File: src/rtl/ili9341_par8_lcd_ctrl.sv
// ili9341_par8_lcd_ctrl
//   Drives an ILI9341 TFT over its 8080-style 8-bit parallel write bus.
//   After reset: pulse the panel reset, wait, send an 18-byte power-up and
//   configuration sequence, then stream RGB565 pixels (one pixel per 4-clock
//   slot, two bytes per pixel) in landscape raster order.
//
// Ports
//   clk, rst_n                : bus clock, asynchronous active-low reset
//   vblank                    : frame resync request, sampled at slot start
//   write, col_r/col_g/col_b  : pixel valid + 8-bit RGB, sampled at slot start
//   lcd_rst/cs/rs/wr/rd/data  : panel pins (lcd_rd held high)
//   initialized               : high once the configuration sequence is sent
//   hsync / vsync             : high for the whole slot carrying the last pixel
//                               of a row / of a frame
//
// H_PIXELS / V_PIXELS set the raster size used by the pixel counters; they
// default to the panel's 320x240 landscape geometry.
`timescale 1ns/1ps
module ili9341_par8_lcd_ctrl #(
    parameter int unsigned RST_LOW_CYCLES    = 100000,
    parameter int unsigned RST_WAIT_CYCLES   = 1200000,
    parameter int unsigned SWRST_WAIT_CYCLES = 50000,
    parameter int unsigned SLEEP_WAIT_CYCLES = 1200000,
    parameter int unsigned H_PIXELS          = 320,
    parameter int unsigned V_PIXELS          = 240
) (
    input  logic       clk,
    input  logic       rst_n,
    input  logic       vblank,
    input  logic       write,
    input  logic [7:0] col_r,
    input  logic [7:0] col_g,
    input  logic [7:0] col_b,
    output logic       lcd_rst,
    output logic       lcd_cs,
    output logic       lcd_rs,
    output logic       lcd_wr,
    output logic       lcd_rd,
    output logic [7:0] lcd_data,
    output logic       initialized,
    output logic       hsync,
    output logic       vsync
);

    typedef enum logic [2:0] {
        ST_RST_LOW,
        ST_RST_WAIT,
        ST_CMD,
        ST_DELAY,
        ST_ACTIVE,
        ST_RESYNC
    } state_e;

    localparam logic [4:0] ROM_LAST = 5'd17;

    // Configuration sequence, {rs, byte}. rs=0 marks a command byte.
    function automatic logic [8:0] rom(input logic [4:0] idx);
        case (idx)
            5'd0:    rom = {1'b0, 8'h01};  // software reset
            5'd1:    rom = {1'b0, 8'h11};  // sleep out
            5'd2:    rom = {1'b0, 8'h3A};  // pixel format
            5'd3:    rom = {1'b1, 8'h55};  //   16 bpp
            5'd4:    rom = {1'b0, 8'h36};  // memory access control
            5'd5:    rom = {1'b1, 8'h28};  //   landscape
            5'd6:    rom = {1'b0, 8'h2A};  // column range 0..319
            5'd7:    rom = {1'b1, 8'h00};
            5'd8:    rom = {1'b1, 8'h00};
            5'd9:    rom = {1'b1, 8'h01};
            5'd10:   rom = {1'b1, 8'h3F};
            5'd11:   rom = {1'b0, 8'h2B};  // page range 0..239
            5'd12:   rom = {1'b1, 8'h00};
            5'd13:   rom = {1'b1, 8'h00};
            5'd14:   rom = {1'b1, 8'h00};
            5'd15:   rom = {1'b1, 8'hEF};
            5'd16:   rom = {1'b0, 8'h29};  // display on
            5'd17:   rom = {1'b0, 8'h2C};  // memory write
            default: rom = {1'b0, 8'h00};
        endcase
    endfunction

    state_e      state_q, state_d;
    logic [31:0] cnt_q, cnt_d;
    logic [31:0] delay_lim;
    logic [4:0]  idx_q, idx_d;
    logic [1:0]  phase_q, phase_d;
    logic [15:0] x_q, x_d, y_q, y_d;
    logic [7:0]  lo_q, lo_d;
    logic        pix_q, pix_d;
    logic        rst_q, rst_d, cs_q, cs_d, rs_q, rs_d, wr_q, wr_d;
    logic [7:0]  data_q, data_d;
    logic        init_q, init_d, hs_q, hs_d, vs_q, vs_d;
    logic        launch_byte, slot_start, slot_sample;

    // NOTE: every variable driven here gets a default first, so no path can
    // leave one unassigned and infer a latch.
    always_comb begin
        state_d     = state_q;
        cnt_d       = cnt_q;
        idx_d       = idx_q;
        phase_d     = phase_q;
        x_d         = x_q;
        y_d         = y_q;
        lo_d        = lo_q;
        pix_d       = pix_q;
        rst_d       = rst_q;
        cs_d        = cs_q;
        rs_d        = rs_q;
        wr_d        = wr_q;
        data_d      = data_q;
        init_d      = init_q;
        hs_d        = hs_q;
        vs_d        = vs_q;
        delay_lim   = (idx_q == 5'd0) ? SWRST_WAIT_CYCLES : SLEEP_WAIT_CYCLES;
        launch_byte = 1'b0;
        slot_start  = 1'b0;
        slot_sample = 1'b0;

        case (state_q)
            ST_RST_LOW: begin
                if (cnt_q == RST_LOW_CYCLES - 1) begin
                    rst_d   = 1'b1;
                    cnt_d   = 32'd0;
                    state_d = ST_RST_WAIT;
                end else begin
                    cnt_d = cnt_q + 32'd1;
                end
            end
            ST_RST_WAIT: begin
                if (cnt_q == RST_WAIT_CYCLES - 1) begin
                    cs_d        = 1'b0;
                    launch_byte = 1'b1;
                end else begin
                    cnt_d = cnt_q + 32'd1;
                end
            end
            ST_CMD: begin
                if (phase_q == 2'd0) begin
                    wr_d    = 1'b1;
                    phase_d = 2'd1;
                end else if (idx_q <= 5'd1) begin
                    // software reset and sleep out need settle time
                    cnt_d   = 32'd0;
                    state_d = ST_DELAY;
                end else if (idx_q == ROM_LAST) begin
                    // initialized is still 0 on this edge, so this first slot
                    // ignores write and vblank
                    init_d     = 1'b1;
                    slot_start = 1'b1;
                end else begin
                    idx_d       = idx_q + 5'd1;
                    launch_byte = 1'b1;
                end
            end
            ST_DELAY: begin
                if (cnt_q == delay_lim - 1) begin
                    idx_d       = idx_q + 5'd1;
                    launch_byte = 1'b1;
                end else begin
                    cnt_d = cnt_q + 32'd1;
                end
            end
            ST_ACTIVE: begin
                phase_d = phase_q + 2'd1;
                case (phase_q)
                    2'd0: wr_d = 1'b1;
                    2'd1: begin
                        if (pix_q) begin
                            data_d = lo_q;
                            wr_d   = 1'b0;
                        end
                    end
                    2'd2: wr_d = 1'b1;
                    default: begin
                        if (pix_q) begin
                            if (x_q == 16'(H_PIXELS - 1)) begin
                                x_d = 16'd0;
                                y_d = (y_q == 16'(V_PIXELS - 1)) ? 16'd0 : y_q + 16'd1;
                            end else begin
                                x_d = x_q + 16'd1;
                            end
                        end
                        slot_start  = 1'b1;
                        slot_sample = 1'b1;
                    end
                endcase
            end
            ST_RESYNC: begin
                if (phase_q == 2'd0) begin
                    wr_d    = 1'b1;
                    phase_d = 2'd1;
                end else begin
                    slot_start  = 1'b1;
                    slot_sample = 1'b1;
                end
            end
            default: state_d = ST_RST_LOW;
        endcase

        if (launch_byte) begin
            state_d        = ST_CMD;
            phase_d        = 2'd0;
            {rs_d, data_d} = rom(idx_d);
            wr_d           = 1'b0;
        end

        // Slot start uses the already-advanced counters so hsync/vsync line
        // up with the pixel the new slot actually carries.
        if (slot_start) begin
            state_d = ST_ACTIVE;
            phase_d = 2'd0;
            rs_d    = 1'b1;
            wr_d    = 1'b1;
            pix_d   = 1'b0;
            hs_d    = 1'b0;
            vs_d    = 1'b0;
            if (slot_sample && vblank) begin
                state_d = ST_RESYNC;
                rs_d    = 1'b0;
                data_d  = 8'h2C;
                wr_d    = 1'b0;
                x_d     = 16'd0;
                y_d     = 16'd0;
            end else if (slot_sample && write) begin
                data_d = {col_r[7:3], col_g[7:5]};
                lo_d   = {col_g[4:2], col_b[7:3]};
                wr_d   = 1'b0;
                pix_d  = 1'b1;
                hs_d   = (x_d == 16'(H_PIXELS - 1));
                vs_d   = hs_d && (y_d == 16'(V_PIXELS - 1));
            end
        end
    end

    // NOTE: sequential state uses non-blocking assignments only, so every
    // register samples the pre-edge value of every other register.
    always_ff @(posedge clk or negedge rst_n) begin
        if (!rst_n) begin
            state_q <= ST_RST_LOW;
            cnt_q   <= 32'd0;
            idx_q   <= 5'd0;
            phase_q <= 2'd0;
            x_q     <= 16'd0;
            y_q     <= 16'd0;
            lo_q    <= 8'h00;
            pix_q   <= 1'b0;
            rst_q   <= 1'b0;
            cs_q    <= 1'b1;
            rs_q    <= 1'b1;
            wr_q    <= 1'b1;
            data_q  <= 8'h00;
            init_q  <= 1'b0;
            hs_q    <= 1'b0;
            vs_q    <= 1'b0;
        end else begin
            state_q <= state_d;
            cnt_q   <= cnt_d;
            idx_q   <= idx_d;
            phase_q <= phase_d;
            x_q     <= x_d;
            y_q     <= y_d;
            lo_q    <= lo_d;
            pix_q   <= pix_d;
            rst_q   <= rst_d;
            cs_q    <= cs_d;
            rs_q    <= rs_d;
            wr_q    <= wr_d;
            data_q  <= data_d;
            init_q  <= init_d;
            hs_q    <= hs_d;
            vs_q    <= vs_d;
        end
    end

    assign lcd_rst     = rst_q;
    assign lcd_cs      = cs_q;
    assign lcd_rs      = rs_q;
    assign lcd_wr      = wr_q;
    assign lcd_rd      = 1'b1;
    assign lcd_data    = data_q;
    assign initialized = init_q;
    assign hsync       = hs_q;
    assign vsync       = vs_q;

endmodule

File: config.mk
export PLATFORM = sky130hd
export DESIGN_NAME = ili9341_par8_lcd_ctrl
export DESIGN_NICKNAME = d
export VERILOG_FILES = /design/src/rtl/ili9341_par8_lcd_ctrl.sv
export SDC_FILE = /design/constraint.sdc
export NUM_CORES = 1
export LEC_CHECK = 0
export CORE_UTILIZATION = 52
export CTS_BUF_LIST = sky130_fd_sc_hd__clkbuf_16
export CTS_CLUSTER_DIAMETER = 50
export CTS_CLUSTER_SIZE = 20
export DETAILED_ROUTE_END_ITERATION = 6
export MAX_ROUTING_LAYER = met4
export PLACE_DENSITY = 0.72
export SLEW_MARGIN = 20
export SYNTH_ARGS = -nofsm -noshare
export SYNTH_HDL_FRONTEND = slang
export SYNTH_SLANG_ARGS = --single-unit
File: constraint.sdc
create_clock -name clk -period 4.4 [get_ports clk]
set_input_delay 0.88 -clock clk [delete_from_list [all_inputs] [get_ports clk]]
set_output_delay 0.88 -clock clk [all_outputs]
set_load 0.01 [all_outputs]
==> results of run 1 <==
[layer usage]
metal	vias up	GRT usage, %	routed length [um]
met5	-	-	0
met3	20	4.65	704
li1	2619	-	-
met4	0	7.64	244
met1	2664	34.1	6700
met2	143	41.2	7170
[flip-flops by register name, summed over array words and instances (netlist names)]
signal	cells
lcd_cs	1
state_q	3
initialized	1
hsync	1
phase_q	2
pix_q	1
cnt_q	32
vsync	1
x_q	16
lo_q	8
lcd_wr	1
lcd_rst	1
y_q	16
lcd_data	8
lcd_rs	1
idx_q	5
[power by group]
part           internal (W)   total, W  leakage [nW]  switching [W]
combinational     0.0000278  0.0000556          1.57      0.0000278
sequential         0.000907   0.000911          1.20     0.00000397
clock              0.000381   0.000728         0.128       0.000347
[layout make-up]
class	count	area share, %
Multi-Input combinational cell	563	50.6
Sequential cell	98	35.7
Timing Repair Buffer	44	6.00
Clock buffer	9	3.27
Tap cell	143	2.60
Inverter	22	1.20
Clock inverter	6	0.618
[stage by stage]
| step | util (%) | cell area (um2) | std cells | hold WS, ns |
|---|---|---|---|---|
| 2_1_floorplan | - | 6140 | 714 | 0.461 |
| 6_report | 60.0 | 6880 | 885 | 0.480 |
| 3_5_place_dp | 57.7 | 6610 | 870 | 0.470 |
| 4_1_cts | 60.0 | 6880 | 885 | 0.488 |
| 5_1_grt | 60.0 | 6880 | 885 | 0.495 |
| 3_3_place_gp | 57.7 | 6610 | 870 | 0.452 |
[final timing paths]
check | end | startpoint | cells after the start | slack, ns
max reg2reg | lcd_data[0]$_DFF_PN0_ | idx_q[0]$_DFF_PN0_ | 13 | 0.31
min in group asynchronous | cnt_q[5]$_DFFE_PN0P_ | rst_n | 1 | 0.53
min | initialized$_DFFE_PN0P_ | initialized$_DFFE_PN0P_ | 1 | 0.48
min reg2reg | initialized$_DFFE_PN0P_ | initialized$_DFFE_PN0P_ | 1 | 0.48
max | lcd_data[0]$_DFF_PN0_ | idx_q[0]$_DFF_PN0_ | 13 | 0.31
max in group asynchronous | x_q[3]$_DFF_PN0_ | rst_n | 2 | 3.03
[worst register-to-register path, cell delays in order, from the launching register on]
cell,delay (ns)
dfrtp_1,0.43
inv_1,0.13
ha_1,0.15
or4b_1,0.46
nand4b_4,0.19
a2111o_1,0.54
a21oi_1,0.43
mux2i_1,0.29
inv_1,0.14
ha_1,0.23
a211oi_1,0.28
o21bai_1,0.10
a221oi_1,0.47
a221o_1,0.18
[cells by family after synthesis]
group	Yosys count	synth area share (%)
AOI/OAI and AO/OA	136	14.5
xor gates and xnor gates	38	5.42
adders and majority gates	16	3.26
buffers and inverters	53	3.44
DFF	98	40.0
muxes	24	4.17
other	1	0.0610
and+or+nand+nor	348	29.1
[cell usage in the layout (no fill, tap or decap), types with 19 or more instances in the layout]
cell type	instances
dfrtp_1	95
nor2_1	84
nand2_1	75
o21ai_0	45
nand3_1	39
clkdlybuf4s50_1	33
a21oi_1	29
nor3_1	28
inv_1	21
nand4_1	20
xnor2_1	19
xor2_1	19
==> results.md, run 1 <==
- Leak: 2.90 nW
- Fin crit period: 4.09 ns
- TritonRoute pass-1 iters: 5
- Clock-pin slew on the worst setup and hold paths: 0.07 ns
- Fin. max-slew vios: 0
- Crit path max-delay cell type: a2111o_1
- Initial antenna violation count: 0
- Max-Cap Viols: 0
- Setup_tns: 0 ns
- Initial Utilization: 53.6%
- Post-synth EDFFs: 0
- Num CTS Buffers: 9
- First-pass GRT wire length: 25,300 um
- Full die area: 12,300 um2
- RSZ-0062 raised after global routing: false
- CP max FO: 6
- Type of the most critical hold path: flop to flop
- Vias post-DR: 5,446
- Layout Skew: 0.00649 ns
- Number of buffers added on ports: 34
- Dpl ws: 0.347 ns
- DR DRC count: 0
- Clk root buf: clkbuf_16
- Post-synth top area share: 38.7%
- Multi-input gate area: 3480 um2
- Synth area leaders: dfrtp_1 (39%), nor2_1 (5.1%), nand2_1 (4.6%), o21ai_0 (3.7%), ha_1 (3.3%)
- Synth unique cells: 73
- Synth Flop Type: dfrtp_1
- # rows: 39
- Avg Cell Area, Syn: 8.61 um2
- Core box area: 11,500 um2
- Fillers: 1,005
- Syn-to-layout area delta: 12.0%
- Pin count of the biggest net entering global routing: 45
- Final #Nets: 782
- Final setup fails: 0
- Critical path type: flop to flop
- Final worst setup slack: 0.308 ns
- Die X: 111 um
- Hold_buf cts: 0
- Post-synth top cells: dfrtp_1 (95), nor2_1 (84), nand2_1 (75), o21ai_0 (45), nand3_1 (39)
- Routed wire per std cell: 16.8 um
- Critical Path End Type: flop
- Mapped Nets: 758
- Initial DRC Count: 329
- Vias in the first global route: 5,215
- Peak VDD IR: 216 uV
- Placer congestion estimate: 0.853
- H-tree depth: 3
- Slew Limit Headroom: 44.6%
- Worst path required time: 4.69 ns
- Via-to-Cell Ratio: 6.15
- Height of the chip: 111 um
- Asr flop ratio synth: 100%
- Setup Buffers After CTS: 0
- CTS tree: done
- F_max: 244 MHz
- Critical path, cell by cell: inv_1, ha_1, or4b_1, nand4b_4, a2111o_1, a21oi_1, mux2i_1, inv_1, ha_1, a211oi_1, o21bai_1, a221oi_1, a221o_1
- Share of layout cells above drive strength 1: 7.28%
- ANT nets after route: 0
- Tot Pwr: 0.00169 W
- Final period util: 93.0%
- Boundary Pins: 44
- Worst skew pair latency: 0.35 ns
- Seq/Total Area, Yosys: 40.0%
- CP top delay family: compound AO/OA/AOI/OAI gates
- Post-Syn Area: 6140 um2
- Crit path buf inv count: 2
- Status: complete, no violations
- CTS max path bufs: 2
- Crit start category: flop
- Worst path max stage delay: 0.54 ns
- CP arrival: 4.38 ns
- Clock Sinks: 98
- Final WL: 14,800 um
- Total gr overflow: 0
- Power Density: 246 nW/um2
- # diodes: 0
- Flops & latches, synth: 98
- Count leader, synth: dfrtp_1
- CTS resizes: 0
- Detail Placement HPWL: 10,700 um
- Total GRT Usage: 25.9%
- Synth Instances: 714
- Reg area: 2460 um2
- Final hold vios: 0
- Worst-margin pin slew: 0.824 ns
- Synthesis Warnings: 0
- Area leader, netlist: dfrtp_1
Power figures use the tool's default switching activity.
==> run 2: changes to the inputs <==
--- a/config.mk
+++ b/config.mk
@@ -12,6 +12,7 @@
 export DETAILED_ROUTE_END_ITERATION = 6
 export MAX_ROUTING_LAYER = met4
 export PLACE_DENSITY = 0.72
+export REMOVE_ABC_BUFFERS = 1
 export SLEW_MARGIN = 20
 export SYNTH_ARGS = -nofsm -noshare
 export SYNTH_HDL_FRONTEND = slang
==> run 2 against run 1 <==
Clock-buffer cell count unchanged. Largest power group unchanged. Power is 7.4% higher. Critical path type unchanged. Sequential share of layout area decreased by 0.17 points. Largest cell class unchanged. First-iteration DRC count up 14%.
==> results.md, run 2 (synthesis gave the netlist of run 1 again) <==
- CTS max path bufs: 2 (unchanged)
- Clk root buf: clkbuf_16 (unchanged)
- Fin Hold WS: 0.470 ns (was 0.480 ns)
- CTS resizes: 0 (unchanged)
- Number of flip-flops in the largest register: 32 (unchanged)
- Total GRT Usage: 25.3% (was 25.9%)
- Core box area: 11,500 um2 (unchanged)
- TritonRoute pass-1 iters: 5 (unchanged)
- Reg-to-reg startpoint: idx_q[0]$_DFF_PN0_ (unchanged)
- RSZ-0062 raised after global routing: false (unchanged)
- Tot Pwr: 0.00182 W (was 0.00169 W)
- Slew Limit Headroom: 40.7% (was 44.6%)
- DR DRC count: 0 (unchanged)
- Initial Utilization: 53.6% (unchanged)
- Final period util: 92.4% (was 93.0%)
- Pin count of the biggest net entering global routing: 79 (was 45)
- Leak: 2.91 nW (was 2.90 nW)
- Final hold vios: 0 (unchanged)
- Largest registers: cnt_q x32, x_q x16, y_q x16 (unchanged)
- Final Non-Filler Cells: 883 (was 885)
- Syn-to-layout area delta: 12.5% (was 12.0%)
- Worst Hold End: hsync$_DFFE_PN0P_ (was initialized$_DFFE_PN0P_)
- Final worst setup slack: 0.336 ns (was 0.308 ns)
- Placed insts: 867 (was 870)
- Layout Skew: 0.0107 ns (was 0.00649 ns)
- Final WL: 14,500 um (was 14,800 um)
- Die X: 111 um (unchanged)
- Hold Path Stages: 2 (was 1)
- Peak VDD IR: 216 uV (about the same)
- Dpl ws: 0.405 ns (was 0.347 ns)
- First-pass GRT wire length: 24,800 um (was 25,300 um)
- Crit start category: flop (unchanged)
- Final #Nets: 779 (was 782)
- ANT nets after route: 0 (unchanged)
- Status: complete, no violations (unchanged)
- Setup_tns: 0 ns (unchanged)
- # rows: 39 (unchanged)
- Height of the chip: 111 um (unchanged)
- CP arrival: 4.36 ns (was 4.38 ns)
- CP max FO: 7 (was 6)
- Worst R2R Path Depth: 13 (unchanged)
- CTS tree: done (unchanged)
- Final setup fails: 0 (unchanged)
- Worst-margin pin slew: 0.882 ns (was 0.824 ns)
- Initial DRC Count: 376 (was 329)
- Worst path required time: 4.69 ns (about the same)
- Hold_sp: hsync$_DFFE_PN0P_ (was initialized$_DFFE_PN0P_)
- Worst skew pair latency: 0.36 ns (was 0.35 ns)
- Detail Placement HPWL: 10,100 um (was 10,700 um)
- Critical path type: flop to flop (unchanged)
- Clock Sinks: 98 (unchanged)
- Most frequent cells in the layout: dfrtp_1 (95), nor2_1 (84), nand2_1 (75) (unchanged)
- F_max: 246 MHz (was 244 MHz)
- Total gr overflow: 0 (unchanged)
- Number of buffers added on ports: 34 (unchanged)
- Setup Buffers After CTS: 0 (unchanged)
- Reg area: 2460 um2 (unchanged)
- Power Density: 263 nW/um2 (was 246 nW/um2)
- Placer congestion estimate: 0.875 (was 0.853)
- Full die area: 12,300 um2 (unchanged)
- Hold_buf cts: 0 (unchanged)
- Reg-to-reg endpoint: lcd_data[0]$_DFF_PN0_ (unchanged)
- Boundary Pins: 44 (unchanged)
- Fin crit period: 4.06 ns (was 4.09 ns)
- H-tree depth: 3 (unchanged)
- Reg-to-reg slack, setup: 0.34 ns (was 0.31 ns)
- Num CTS Buffers: 9 (unchanged)
- Commonest non-fill, non-tap cell in the layout: dfrtp_1 (unchanged)
- Vias in the first global route: 5,298 (was 5,215)
- Initial antenna violation count: 0 (unchanged)
- Fin. max-slew vios: 0 (unchanged)
- Max-Cap Viols: 0 (unchanged)
- Vias post-DR: 5,508 (was 5,446)
- Clock-pin slew on the worst setup and hold paths: 0.07 ns (about the same)
- # diodes: 0 (unchanged)
- Share of layout cells above drive strength 1: 6.76% (was 7.28%)
- Type of the most critical hold path: flop to flop (unchanged)
- Fillers: 979 (was 1,005)
- Multi-input gate area: 3480 um2 (unchanged)
- Routed wire per std cell: 16.5 um (was 16.8 um)
- Top reg by flops: cnt_q (unchanged)
- Critical Path End Type: flop (unchanged)
- Via-to-Cell Ratio: 6.24 (was 6.15)
==> run 2: cell types whose count changed in the layout (fill, tap and decap cells not counted), sizes merged <==
| cell | previous run | this run |
|---|---|---|
| bufinv | 0 | 2 |
| buf | 11 | 8 |
| inv | 22 | 24 |
| clkinvlp | 2 | 1 |
| clkinv | 4 | 2 |
==> run 2: worst max-delay path, stage by stage, from the launching register on <==
cell	delay (ns)
dfrtp_1	0.44
inv_1	0.14
ha_1	0.15
or4b_1	0.47
nand4b_4	0.19
a2111o_1	0.53
a21oi_1	0.45
xnor2_1	0.35
inv_1	0.18
ha_1	0.28
a211oi_1	0.24
o21bai_1	0.10
a221oi_1	0.31
a221o_1	0.16
==> run 2: per-layer routing <==
layer / part of all wire [%] / vias up / global-route usage [%]
met5: 0 / - / -
met1: 46 / 2687 / 32.9
met3: 5.1 / 31 / 4.21
met4: 2.2 / 0 / 11.8
met2: 47 / 169 / 38.8
li1: - / 2621 / -
==> run 2: layout make-up <==
type / instances / area share [%]
Clock inverter: 7 / 1.38
Sequential cell: 98 / 35.5
Timing Repair Buffer: 41 / 5.70
Tap cell: 143 / 2.59
Inverter: 22 / 1.19
Clock buffer: 9 / 3.26
Multi-Input combinational cell: 563 / 50.4
==> run 2: report_power, final <==
part / switching, W / internal, W
combinational: 0.0000270 / 0.0000275
clock: 0.000355 / 0.000499
sequential: 0.00000333 / 0.000907
==> run 2: worst max-delay path by stage <==
| stage | start | to | depth (start not counted) |
|---|---|---|---|
| global placement | idx_q[0]$_DFF_PN0_ | lcd_data[0]$_DFF_PN0_ | 13 |
| CTS | idx_q[0]$_DFF_PN0_ | lcd_data[0]$_DFF_PN0_ | 13 |
| finish | idx_q[0]$_DFF_PN0_ | lcd_data[0]$_DFF_PN0_ | 13 |
| global route | idx_q[0]$_DFF_PN0_ | lcd_data[0]$_DFF_PN0_ | 13 |
| detailed placement | idx_q[0]$_DFF_PN0_ | lcd_data[0]$_DFF_PN0_ | 13 |
| floorplan | idx_q[0]$_DFF_PN0_ | lcd_data[0]$_DFF_PN0_ | 13 |
==> run 2: per-stage QoR <==
stage | util [%] | instance area (um2)
finish | 60.3 | 6910
global route | 60.3 | 6910
CTS | 60.3 | 6910
detailed placement | 57.5 | 6590
global placement | 57.5 | 6590
floorplan | - | 6020
